===== src/rtl/iir_pkg.sv =====
// rtl/iir_pkg.sv - shared types, tap indices and rounding helpers for the biquad cascade
package iir_pkg;

  typedef enum logic [1:0] {IDLE, MAC, NORM, DONE} state_t;
  typedef enum logic [1:0] {MAC_HOLD, MAC_CLR, MAC_ADD, MAC_SUB} mac_op_t;

  localparam int NUM_TAPS = 5;
  localparam logic [2:0] TAP_B0 = 3'd0;
  localparam logic [2:0] TAP_B1 = 3'd1;
  localparam logic [2:0] TAP_B2 = 3'd2;
  localparam logic [2:0] TAP_A1 = 3'd3;
  localparam logic [2:0] TAP_A2 = 3'd4;

  typedef struct packed {
    logic        sat;
    logic [31:0] y;
  } sat_res_t;

  // Identity section: b0 = 1.0, every other tap zero.
  function automatic logic [31:0] identity_coef(input int tap, input int frac);
    return (tap == 0) ? (32'd1 << frac) : 32'd0;
  endfunction

  // Round half up, then clip to a data_w-bit signed range.
  function automatic sat_res_t round_sat(input logic signed [63:0] acc, input int frac,
                                         input int data_w);
    logic signed [63:0] r;
    logic signed [63:0] hi;
    logic signed [63:0] lo;
    sat_res_t res;
    r  = (acc + (64'sd1 <<< (frac - 1))) >>> frac;
    hi = (64'sd1 <<< (data_w - 1)) - 64'sd1;
    lo = -(64'sd1 <<< (data_w - 1));
    res.sat = 1'b0;
    res.y   = r[31:0];
    if (r > hi) begin
      res.y   = hi[31:0];
      res.sat = 1'b1;
    end else if (r < lo) begin
      res.y   = lo[31:0];
      res.sat = 1'b1;
    end
    return res;
  endfunction

endpackage


===== src/rtl/iir_biquad_cascade_mac.sv =====
// rtl/iir_biquad_cascade_mac.sv - shared registered multiplier with clear/add/subtract accumulator
module iir_mac
  import iir_pkg::*;
#(
  parameter int A_W   = 16,
  parameter int B_W   = 16,
  parameter int ACC_W = 36
) (
  input  logic                      clk,
  input  logic                      reset,
  input  logic signed [A_W-1:0]     a,
  input  logic signed [B_W-1:0]     b,
  input  mac_op_t                   op,
  output logic signed [A_W+B_W-1:0] prod,
  output logic signed [ACC_W-1:0]   acc
);

  localparam int P_W = A_W + B_W;

  logic signed [ACC_W-1:0] prod_ext;
  assign prod_ext = {{(ACC_W - P_W){prod[P_W-1]}}, prod};

  // The accumulator consumes the product registered in the previous cycle.
  always_ff @(posedge clk or posedge reset) begin
    if (reset) begin
      prod <= '0;
      acc  <= '0;
    end else begin
      prod <= P_W'(a) * P_W'(b);
      case (op)
        MAC_CLR: acc <= '0;
        MAC_ADD: acc <= acc + prod_ext;
        MAC_SUB: acc <= acc - prod_ext;
        default: acc <= acc;
      endcase
    end
  end

endmodule


===== src/rtl/iir_biquad_cascade.sv =====
// rtl/iir_biquad_cascade.sv - time-multiplexed multi-channel DF-I biquad cascade on one MAC
module iir_biquad_cascade
  import iir_pkg::*;
#(
  parameter int DATA_W     = 16,
  parameter int COEF_W     = 16,
  parameter int COEF_FRAC  = 14,
  parameter int NUM_STAGES = 2,
  parameter int NUM_CH     = 2,
  parameter int ACC_W      = DATA_W + COEF_W + 4
) (
  input  logic                                          clk,
  input  logic                                          reset,
  input  logic                                          in_valid,
  output logic                                          in_ready,
  input  logic signed [DATA_W-1:0]                      in_data,
  input  logic [((NUM_CH > 1) ? $clog2(NUM_CH) : 1)-1:0] in_channel,
  input  logic                                          in_bypass,
  output logic                                          out_valid,
  output logic signed [DATA_W-1:0]                      out_data,
  output logic [((NUM_CH > 1) ? $clog2(NUM_CH) : 1)-1:0] out_channel,
  output logic                                          out_sat,
  input  logic                                          coef_we,
  input  logic [$clog2(5*NUM_STAGES)-1:0]               coef_addr,
  input  logic signed [COEF_W-1:0]                      coef_data,
  input  logic                                          coef_commit,
  input  logic                                          clear_state,
  output logic                                          busy
);

  localparam int CH_W  = (NUM_CH > 1) ? $clog2(NUM_CH) : 1;
  localparam int ST_W  = (NUM_STAGES > 1) ? $clog2(NUM_STAGES) : 1;
  localparam int NCOEF = NUM_TAPS * NUM_STAGES;
  localparam int CA_W  = $clog2(NCOEF);
  localparam int P_W   = DATA_W + COEF_W;

  state_t                   state;
  logic [2:0]               tap;
  logic [ST_W-1:0]          stage;
  logic [CH_W-1:0]          ch;
  logic                     byp;
  logic                     sat_acc;
  logic                     commit_pend;
  logic                     clear_pend;
  logic signed [DATA_W-1:0] cur_x;

  logic signed [COEF_W-1:0] shadow [NCOEF];
  logic signed [COEF_W-1:0] active [NCOEF];
  logic signed [DATA_W-1:0] hx1 [NUM_CH][NUM_STAGES];
  logic signed [DATA_W-1:0] hx2 [NUM_CH][NUM_STAGES];
  logic signed [DATA_W-1:0] hy1 [NUM_CH][NUM_STAGES];
  logic signed [DATA_W-1:0] hy2 [NUM_CH][NUM_STAGES];

  logic [CA_W-1:0]          coef_idx;
  logic signed [DATA_W-1:0] mac_a;
  logic signed [COEF_W-1:0] mac_b;
  mac_op_t                  mac_op;
  logic signed [P_W-1:0]    prod;
  logic signed [ACC_W-1:0]  acc;
  logic signed [ACC_W-1:0]  acc_final;
  sat_res_t                 norm;
  logic signed [DATA_W-1:0] y_new;
  logic                     unused_hi;

  iir_mac #(.A_W(DATA_W), .B_W(COEF_W), .ACC_W(ACC_W)) u_mac (
    .clk(clk), .reset(reset), .a(mac_a), .b(mac_b), .op(mac_op), .prod(prod), .acc(acc)
  );

  // Feedback taps are subtracted one cycle late; the a2 product is folded in during NORM.
  always_comb begin
    coef_idx = CA_W'(NUM_TAPS * int'(stage) + int'(tap));
    mac_b    = active[coef_idx];
    case (tap)
      TAP_B0:  mac_a = cur_x;
      TAP_B1:  mac_a = hx1[ch][stage];
      TAP_B2:  mac_a = hx2[ch][stage];
      TAP_A1:  mac_a = hy1[ch][stage];
      default: mac_a = hy2[ch][stage];
    endcase
    mac_op = MAC_HOLD;
    if (state == MAC) begin
      if (tap == TAP_B0)      mac_op = MAC_CLR;
      else if (tap == TAP_A2) mac_op = MAC_SUB;
      else                    mac_op = MAC_ADD;
    end
    acc_final = acc - {{(ACC_W - P_W){prod[P_W-1]}}, prod};
    norm      = round_sat({{(64 - ACC_W){acc_final[ACC_W-1]}}, acc_final}, COEF_FRAC, DATA_W);
    y_new     = norm.y[DATA_W-1:0];
  end

  assign unused_hi = ^norm.y[31:DATA_W];
  assign busy      = (state != IDLE) || commit_pend || clear_pend;

  always_ff @(posedge clk or posedge reset) begin
    if (reset) begin
      state       <= IDLE;
      tap         <= '0;
      stage       <= '0;
      ch          <= '0;
      byp         <= 1'b0;
      sat_acc     <= 1'b0;
      cur_x       <= '0;
      commit_pend <= 1'b0;
      clear_pend  <= 1'b0;
      in_ready    <= 1'b1;
      out_valid   <= 1'b0;
      out_data    <= '0;
      out_channel <= '0;
      out_sat     <= 1'b0;
      for (int i = 0; i < NCOEF; i++) begin
        shadow[i] <= COEF_W'(identity_coef(i % NUM_TAPS, COEF_FRAC));
        active[i] <= COEF_W'(identity_coef(i % NUM_TAPS, COEF_FRAC));
      end
      for (int c = 0; c < NUM_CH; c++) begin
        for (int s = 0; s < NUM_STAGES; s++) begin
          hx1[c][s] <= '0;
          hx2[c][s] <= '0;
          hy1[c][s] <= '0;
          hy2[c][s] <= '0;
        end
      end
    end else begin
      if (coef_we && (32'(coef_addr) < 32'(NCOEF))) shadow[coef_addr] <= coef_data;
      out_valid   <= 1'b0;
      commit_pend <= (commit_pend | coef_commit) & (state != IDLE);
      clear_pend  <= (clear_pend | clear_state) & (state != IDLE);
      case (state)
        IDLE: begin
          if (commit_pend || coef_commit) begin
            for (int i = 0; i < NCOEF; i++) active[i] <= shadow[i];
          end
          if (clear_pend || clear_state) begin
            for (int c = 0; c < NUM_CH; c++) begin
              for (int s = 0; s < NUM_STAGES; s++) begin
                hx1[c][s] <= '0;
                hx2[c][s] <= '0;
                hy1[c][s] <= '0;
                hy2[c][s] <= '0;
              end
            end
          end
          in_ready <= 1'b1;
          if (in_valid && in_ready) begin
            state    <= MAC;
            tap      <= TAP_B0;
            stage    <= '0;
            ch       <= in_channel;
            byp      <= in_bypass;
            cur_x    <= in_data;
            sat_acc  <= 1'b0;
            in_ready <= 1'b0;
          end
        end
        MAC: begin
          if (tap == TAP_A2) state <= NORM;
          else               tap   <= tap + 3'd1;
        end
        NORM: begin
          if (!byp) begin
            cur_x            <= y_new;
            sat_acc          <= sat_acc | norm.sat;
            hx2[ch][stage]   <= hx1[ch][stage];
            hx1[ch][stage]   <= cur_x;
            hy2[ch][stage]   <= hy1[ch][stage];
            hy1[ch][stage]   <= y_new;
          end
          if (stage == ST_W'(NUM_STAGES - 1)) begin
            state <= DONE;
          end else begin
            stage <= stage + ST_W'(1);
            tap   <= TAP_B0;
            state <= MAC;
          end
        end
        default: begin
          state       <= IDLE;
          out_valid   <= 1'b1;
          out_data    <= cur_x;
          out_channel <= ch;
          out_sat     <= sat_acc;
          in_ready    <= !(commit_pend || coef_commit || clear_pend || clear_state);
        end
      endcase
    end
  end

endmodule


===== config.mk =====
export PLATFORM = sky130hd
export DESIGN_NAME = iir_biquad_cascade
export DESIGN_NICKNAME = d
export VERILOG_FILES = /design/src/rtl/iir_pkg.sv /design/src/rtl/iir_biquad_cascade_mac.sv /design/src/rtl/iir_biquad_cascade.sv
export SDC_FILE = /design/constraint.sdc
export NUM_CORES = 2
export LEC_CHECK = 0
export BUFFER_PORTS_ARGS = -buffer_cell sky130_fd_sc_hd__buf_2
export CAP_MARGIN = 20
export CORE_MARGIN = 2
export CORE_UTILIZATION = 58
export DETAILED_ROUTE_END_ITERATION = 12
export PLACE_DENSITY = 0.81
export SLEW_MARGIN = 10
export SYNTH_ARGS = -nofsm -noshare
export SYNTH_HDL_FRONTEND = slang
export SYNTH_SLANG_ARGS = --single-unit

===== constraint.sdc =====
create_clock -name clk -period 22.3 [get_ports clk]
set_clock_uncertainty 0.15 [all_clocks]
set_input_delay 2.23 -clock clk [delete_from_list [all_inputs] [get_ports clk]]
set_output_delay 2.23 -clock clk [all_outputs]
set_load 0.005 [all_outputs]

**After elaboration in Yosys (flattened, before gate mapping)**

Index checks and enable logic that the tools add are counted.

- $add $sub $neg: 7
- Reductions and logical operators: 27
- $lt $le $gt $ge: 10
- Multiplexer cells: 73
- $mul: 2
- Eq/ne operators: 15
- Bitwise logic cells: 9

Operator list:

| operator | number |
|---|---|
| $pmux W64 S2 | 4 |
| $mux W32 | 13 |
| $mux W64 | 5 |
| $mux W16 | 18 |
| $bwmux W64 | 4 |
| $bwmux W160 | 1 |
| $pmux W36 S3 | 1 |
| $mux W33 | 2 |
| $bmux W16 S4 | 1 |
| $demux W16 S4 | 1 |
| $pmux W16 S4 | 1 |
| $add A36 B15 Y37 const B | 1 |
| $add A36 B32 Y36 | 1 |
| $sub A36 B32 Y36 | 1 |
| $sub A36 B36 Y36 | 1 |
| $demux W32 S1 | 1 |
| $mul A16 B16 Y32 | 1 |
| $pmux W16 S2 | 1 |
| $gt A23 B16 Y1 const B | 1 |
| $lt A23 B16 Y1 const B | 1 |
| $demux W16 S1 | 1 |
| $ge A5 B5 Y1 const B | 2 |
| $mux W2 | 5 |
| $ne A2 B2 Y1 const B | 5 |
| 35 further kinds | 70 |

- Input port bits: 44
- Bits in registers: 691

**Logic depth before layout (Yosys ltp)**

- Depth in word-level cells: 10
- Mapped depth: 32
- Depth with buffers taken out: 31

**Modules after synthesis**

Synthesis repeated with hierarchy kept, for this count alone.

- Cells, all modules: 3838
- Area, all modules: 43918.4 µm²

By module, submodules not included:

| module | area each (µm²) | cells an instance | times used |
|---|---|---|---|
| iir_biquad_cascade | 29514.6 | 2256 | 1 |
| iir_mac | 14403.8 | 1582 | 1 |

**Least setup slack after synthesis**

No wires, ideal clock.

- Path kind: register to register
- Start: register ch
- End: register u_mac.prod[30]
- Period minus slack after synthesis: 9.208 ns
- Setup time: 0.080 ns
- Buffers on the path: 4
- Slack: 13.092 ns
- Stages on the path, launching flop included: 28
- Arrival: 8.978 ns
- Cell sequence: dfrtp_1 -> clkbuf_1 -> buf_1 -> clkbuf_1 -> clkbuf_1 -> mux4_2 -> a221oi_1 -> nor2_1 -> fa_1 -> inv_1 -> fa_1 -> fa_1 -> fa_1 -> inv_1 -> fa_1 -> inv_1 -> fa_1 -> inv_1 -> ha_1 -> and3_1 -> a211o_1 -> a2111oi_0 -> o41ai_1 -> a221o_1 -> nand4_1 -> nand4b_1 -> a21oi_1 -> xnor2_1

- Longest elaborated chain between the ends: 9
- Elaborated cells between the ends (all ways): 27
- Classes of those cells: mul (1); mux (25); bitwise (1)

RTL lines:

| element | line | text |
|---|---|---|
| start, declared | iir_biquad_cascade.sv:40 | `logic [CH_W-1:0] ch;` |
| start signal, assigned | iir_biquad_cascade.sv:147 | `ch <= in_channel;` |
| $not A1 Y2 (not written as such) * | n/a |  |
| $mux W32 (on tied branches) (3 in a row) | n/a |  |
| $mux W16 (on tied branches) (3 in a row) | n/a |  |
| $pmux W16 S4 * | iir_biquad_cascade.sv:73 | `case (tap)` |
| $mul A16 B16 Y32 * | iir_biquad_cascade_mac.sv:29 | `prod <= P_W'(a) * P_W'(b);` |
| end signal, assigned | iir_biquad_cascade_mac.sv:29 |  |
| end, declared | iir_biquad_cascade_mac.sv:14 | `output logic signed [A_W+B_W-1:0] prod,` |

Every way passes the cells marked *; elsewhere a longest branch is shown, timed or not. The select of a mux whose other input is x is not followed.
A chain may end at the register's enable or synchronous reset.

**Final worst setup path**

- Start: register stage
- End: register u_mac.prod[30]

- Longest elaborated chain between the ends: 7
- Elaborated cells between the ends (all ways): 21
- Classes of those cells: add/sub (1); mul (2); mux (16); bitwise (2)

RTL lines:

| element | line | text |
|---|---|---|
| start, declared | iir_biquad_cascade.sv:39 | `logic [ST_W-1:0] stage;` |
| start signal, assigned | iir_biquad_cascade.sv:170 | `stage <= stage + ST_W'(1);` |
| $mul A3 B1 Y4 | iir_biquad_cascade.sv:71 | `coef_idx = CA_W'(NUM_TAPS * int'(stage) + int'(tap));` |
| $add A4 B3 Y4 | iir_biquad_cascade.sv:71 |  |
| $not A4 Y5 (not written as such) | iir_biquad_cascade.sv:72 | `mac_b = active[coef_idx];` |
| $bmux W16 S4 | iir_biquad_cascade.sv:72 |  |
| $mux W16 (not written as such) (2 in a row) | iir_biquad_cascade.sv:72 |  |
| $mul A16 B16 Y32 * | iir_biquad_cascade_mac.sv:29 |  |

Marks and branches as above.

==> results summary <==
In this run the cell area measured after placement is between 0.04 and 0.05 mm^2. The first-pass GRT wire length is 173,000 um. The top-area cell type share of the netlist area came out at between 30% and 40%. STA classifies the critical path endpoint as a register. The hold violation total from the final report is 0. The starting density of the core is 58.8%. The share of synthesized area occupied by flip-flops and latches came out at between 40 and 50%. The routed via count divided by cell count is 6.32. In this run the count of I/O pins placed on the die edge is 65. The clock sink count is just under 700. The synthesis-to-finish area growth is 9.02%.

The vias after detailed routing is 29,730. The final-report max-slew violation count is 0. In the synthesized netlist the async set-or-reset flop fraction comes to between 90% and 100%. The sum of overflow across all layers after global routing came out at 0. Clock latency on the worst-skew pair, taken at its later pin, is between 0.6 and 0.7 ns. Counting flops and latches in the post-synthesis netlist gives just under 700.

The region available for standard cell placement spans around 0.073 mm^2. The detailed placement HPWL came out at ~73,000 um. The share of final-layout standard cells stronger than drive strength 1 is slightly above 20%. The number of clock buffers added by TritonCTS is 73. The endpoint required time on the critical path came out at about 23 ns. The clock slew at the register clock pins of the worst setup and hold paths came out at approximately 0.06 ns. The worst setup path is of the register to register kind. Setup violations remaining at the end of the flow were counted as 0.

Leaving out fill and tap cells, the most frequent cell in the layout is sky130_fd_sc_hd__dfrtp_1. For this run, the detailed router's first-pass iteration total came to 5. The fraction of the cycle the final worst path needs came out at approximately 44%. The final layout net count came out at 4,163. The highest achievable clock rate came out at 103 MHz.

Along the worst hold path, the cell count comes to 2. The number of global-route vias before repair was roughly 31,000. Port buffering added 64 buffers. In the synthesized netlist the dominant register cell turns out to be sky130_fd_sc_hd__dfrtp_1. The post-route minimum period came out at between 9 and 10 ns. The final instance area came out at 0.0470 mm^2. The post-synthesis instance area is about 0.043 mm^2. Setup repair after global routing left no endpoint under its margin.

The tool flagged a number of max-cap violations equal to 0. The library cell used as clock root buffer is sky130_fd_sc_hd__clkbuf_16. After synthesis, the netlist uses between 90 and 100 different library cells. TritonCTS built the clock tree. The die is approximately 280 um tall. In the layout the commonest cells are sky130_fd_sc_hd__dfrtp_1 (684), sky130_fd_sc_hd__inv_1 (414), sky130_fd_sc_hd__mux2_2 (340). The number of enable flip-flop cells after synthesis came out at 0. The floorplan step defined a die boundary enclosing 0.0766 mm^2. The pin count of the biggest net entering global routing came out at 192. The global router's overall resource usage came out at between 20 and 30%. The number of buffers added for setup after CTS came out at 0.

The hold buffer count at CTS came out at 0. The remaining max-slew budget at the tightest pin is between 20% and 30%. The worst setup path is launched from a register.

In this run, post-CTS repair resized a total of 0 instances. The die boundary width is 277 um. The number of design rule violations left after detail routing is 0. The detail-routed net length per standard cell is roughly 23 um. The run finished with clean final reports. The synthesized netlist net count came out at approximately 4,200. Counting every instance in the synthesized netlist gives between 3,000 and 4,000. The count of nets left with antenna violations once routing finished came out at 0. The warning count from the yosys run is 0. The synthesized design spends more area on one cell type than any other, namely sky130_fd_sc_hd__dfrtp_1. The number of cells on the worst reg-to-reg path came out at 26. The slew at the pin closest to its max-slew limit came out at between 1 and 1.5 ns. By area the synthesized netlist is led by sky130_fd_sc_hd__dfrtp_1 (40%), sky130_fd_sc_hd__fa_1 (12%), sky130_fd_sc_hd__mux2_2 (8.9%).

The initial antenna violation count came out at 4. The maximum number of buffers from clock root to sink came out at 3. The site row count came out at just under 100.

The type of the worst min-delay path is register to register. In this run the number of H-tree levels came out at 3. The data arrival at the endpoint of the critical path came out at between 10 and 15 ns. At the end of routability-driven placement, the weighted congestion stood at 0.947. Along the worst path, the maximum fanout reaches 38.

The initial detailed-routing violation count is ~2,900. A synthesized cell averages 11.7 um^2. The wire length reported by the detailed router came out at 108,000 um. The final-layout setup total negative slack came out at 0 ns.
per-stage QoR:
stage          setup slack [ns]  hold slack, ns  utilization (%)  cells
2_1_floorplan             0.553           0.295                -   3689
3_3_place_gp              12.68           0.321             60.6   4572
3_5_place_dp              12.60           0.325             60.6   4572
4_1_cts                   12.58           0.339             64.1   4703
5_1_grt                   12.14           0.355             64.1   4706
6_report                  12.58           0.339             64.1   4707
worst max-delay path: stages, from the launching register on:
cell,delay [ns]
sky130_fd_sc_hd__dfrtp_4,0.72
sky130_fd_sc_hd__ha_4,0.52
sky130_fd_sc_hd__buf_4,0.65
sky130_fd_sc_hd__mux4_2,0.60
sky130_fd_sc_hd__mux2i_1,0.15
sky130_fd_sc_hd__o22a_1,0.68
sky130_fd_sc_hd__nor2_1,0.14
sky130_fd_sc_hd__fa_1,0.51
sky130_fd_sc_hd__inv_1,0.05
sky130_fd_sc_hd__fa_1,0.56
sky130_fd_sc_hd__fa_1,0.45
sky130_fd_sc_hd__fa_1,0.56
sky130_fd_sc_hd__inv_1,0.05
sky130_fd_sc_hd__fa_1,0.49
sky130_fd_sc_hd__inv_1,0.06
sky130_fd_sc_hd__fa_1,0.48
sky130_fd_sc_hd__inv_1,0.04
sky130_fd_sc_hd__ha_1,0.35
sky130_fd_sc_hd__and3_1,0.22
sky130_fd_sc_hd__a211o_1,0.33
sky130_fd_sc_hd__a2111oi_0,0.66
sky130_fd_sc_hd__o41ai_1,0.26
sky130_fd_sc_hd__a221o_1,0.39
sky130_fd_sc_hd__nand4_1,0.10
sky130_fd_sc_hd__nand4b_1,0.10
sky130_fd_sc_hd__a21oi_1,0.18
sky130_fd_sc_hd__xnor2_1,0.13
path summary, 6_finish.rpt:
path                          from             end  slack, ns
hold reg to reg            hy1[47]         hy1[47]       0.34
max in group asynchronous    reset         hy1[18]      17.43
setup / recovery             stage  u_mac.prod[30]      12.58
hold / removal             hy1[47]         hy1[47]       0.34
setup reg to reg             stage  u_mac.prod[30]      12.58
min in group asynchronous    reset     shadow[132]       1.58
registers in the layout (all words and copies together), names as in the netlist, 2 cells and up:
signal      count
hy1            64
hy2            64
shadow        160
hx1            64
cur_x          16
tap             3
active        160
out_data       16
hx2            64
u_mac.acc      36
state           2
u_mac.prod     32
cells in the mapped netlist (13+ instances only):
library cell               count
sky130_fd_sc_hd__a31oi_1      13
sky130_fd_sc_hd__a221o_1      76
sky130_fd_sc_hd__or2_2        20
sky130_fd_sc_hd__a22o_1      217
sky130_fd_sc_hd__nor2b_1      22
sky130_fd_sc_hd__mux2i_1      37
sky130_fd_sc_hd__a21o_1       24
sky130_fd_sc_hd__xnor2_1     100
sky130_fd_sc_hd__nand2b_1     28
sky130_fd_sc_hd__ha_1        164
sky130_fd_sc_hd__nand4_1      18
sky130_fd_sc_hd__or3_1        16
sky130_fd_sc_hd__nor2_1      232
sky130_fd_sc_hd__a22oi_1      32
sky130_fd_sc_hd__xor2_1       28
sky130_fd_sc_hd__clkbuf_1    142
sky130_fd_sc_hd__and3_1       13
sky130_fd_sc_hd__mux2_2      340
sky130_fd_sc_hd__dfrtp_1     686
sky130_fd_sc_hd__mux4_2       96
sky130_fd_sc_hd__o21ai_0      60
sky130_fd_sc_hd__fa_1        264
sky130_fd_sc_hd__o21a_1       19
sky130_fd_sc_hd__a21oi_1      90
sky130_fd_sc_hd__inv_1       415
sky130_fd_sc_hd__buf_1        36
sky130_fd_sc_hd__a221oi_1     15
sky130_fd_sc_hd__nand2_1     202
sky130_fd_sc_hd__nand3_1      25
sky130_fd_sc_hd__o211ai_1     18
sky130_fd_sc_hd__nor3_1       32
layer usage:
metal | vias to the layer above | wire length [um] | global-route usage [%] | part of all wire, %
met3 | 298 | 9500 | 6.81 | 8.8
met5 | - | 37 | 0 | 0.034
met4 | 6 | 4560 | 11.8 | 4.2
met1 | 15167 | 43100 | 38.0 | 40
met2 | 1313 | 50300 | 45.0 | 47
li1 | 12946 | - | - | -
logic make-up (layout without fill, tap and decap cells):
| logic type | Yosys count | count (layout) | synth area share [%] |
|---|---|---|---|
| flip-flops | 691 | 691 | 40.1 |
| AO/OA/AOI/OAI | 685 | 685 | 12.6 |
| AND/OR/NAND/NOR | 667 | 667 | 7.24 |
| buffers and inverters | 615 | 673 | 5.60 |
| multiplexers | 473 | 473 | 14.7 |
| adder cells (fa/ha/maj) | 428 | 428 | 17.0 |
| XOR/XNOR | 130 | 130 | 2.67 |
| other | 0 | 1 | 0 |
cell type report:
cell class / instances / area (um^2)
fillers: 5435 / 26300
multi-input cells: 2383 / 23500
flip-flops and latches: 691 / 17300
clock buffers: 106 / 2150
inverters: 415 / 1570
well taps: 959 / 1200
repair buffers: 127 / 851
clock inverters: 25 / 409
diodes: 1 / 2.50
Power is not shown: default switching activity piles up to over one toggle a cycle in this logic, so the estimate is an artifact.
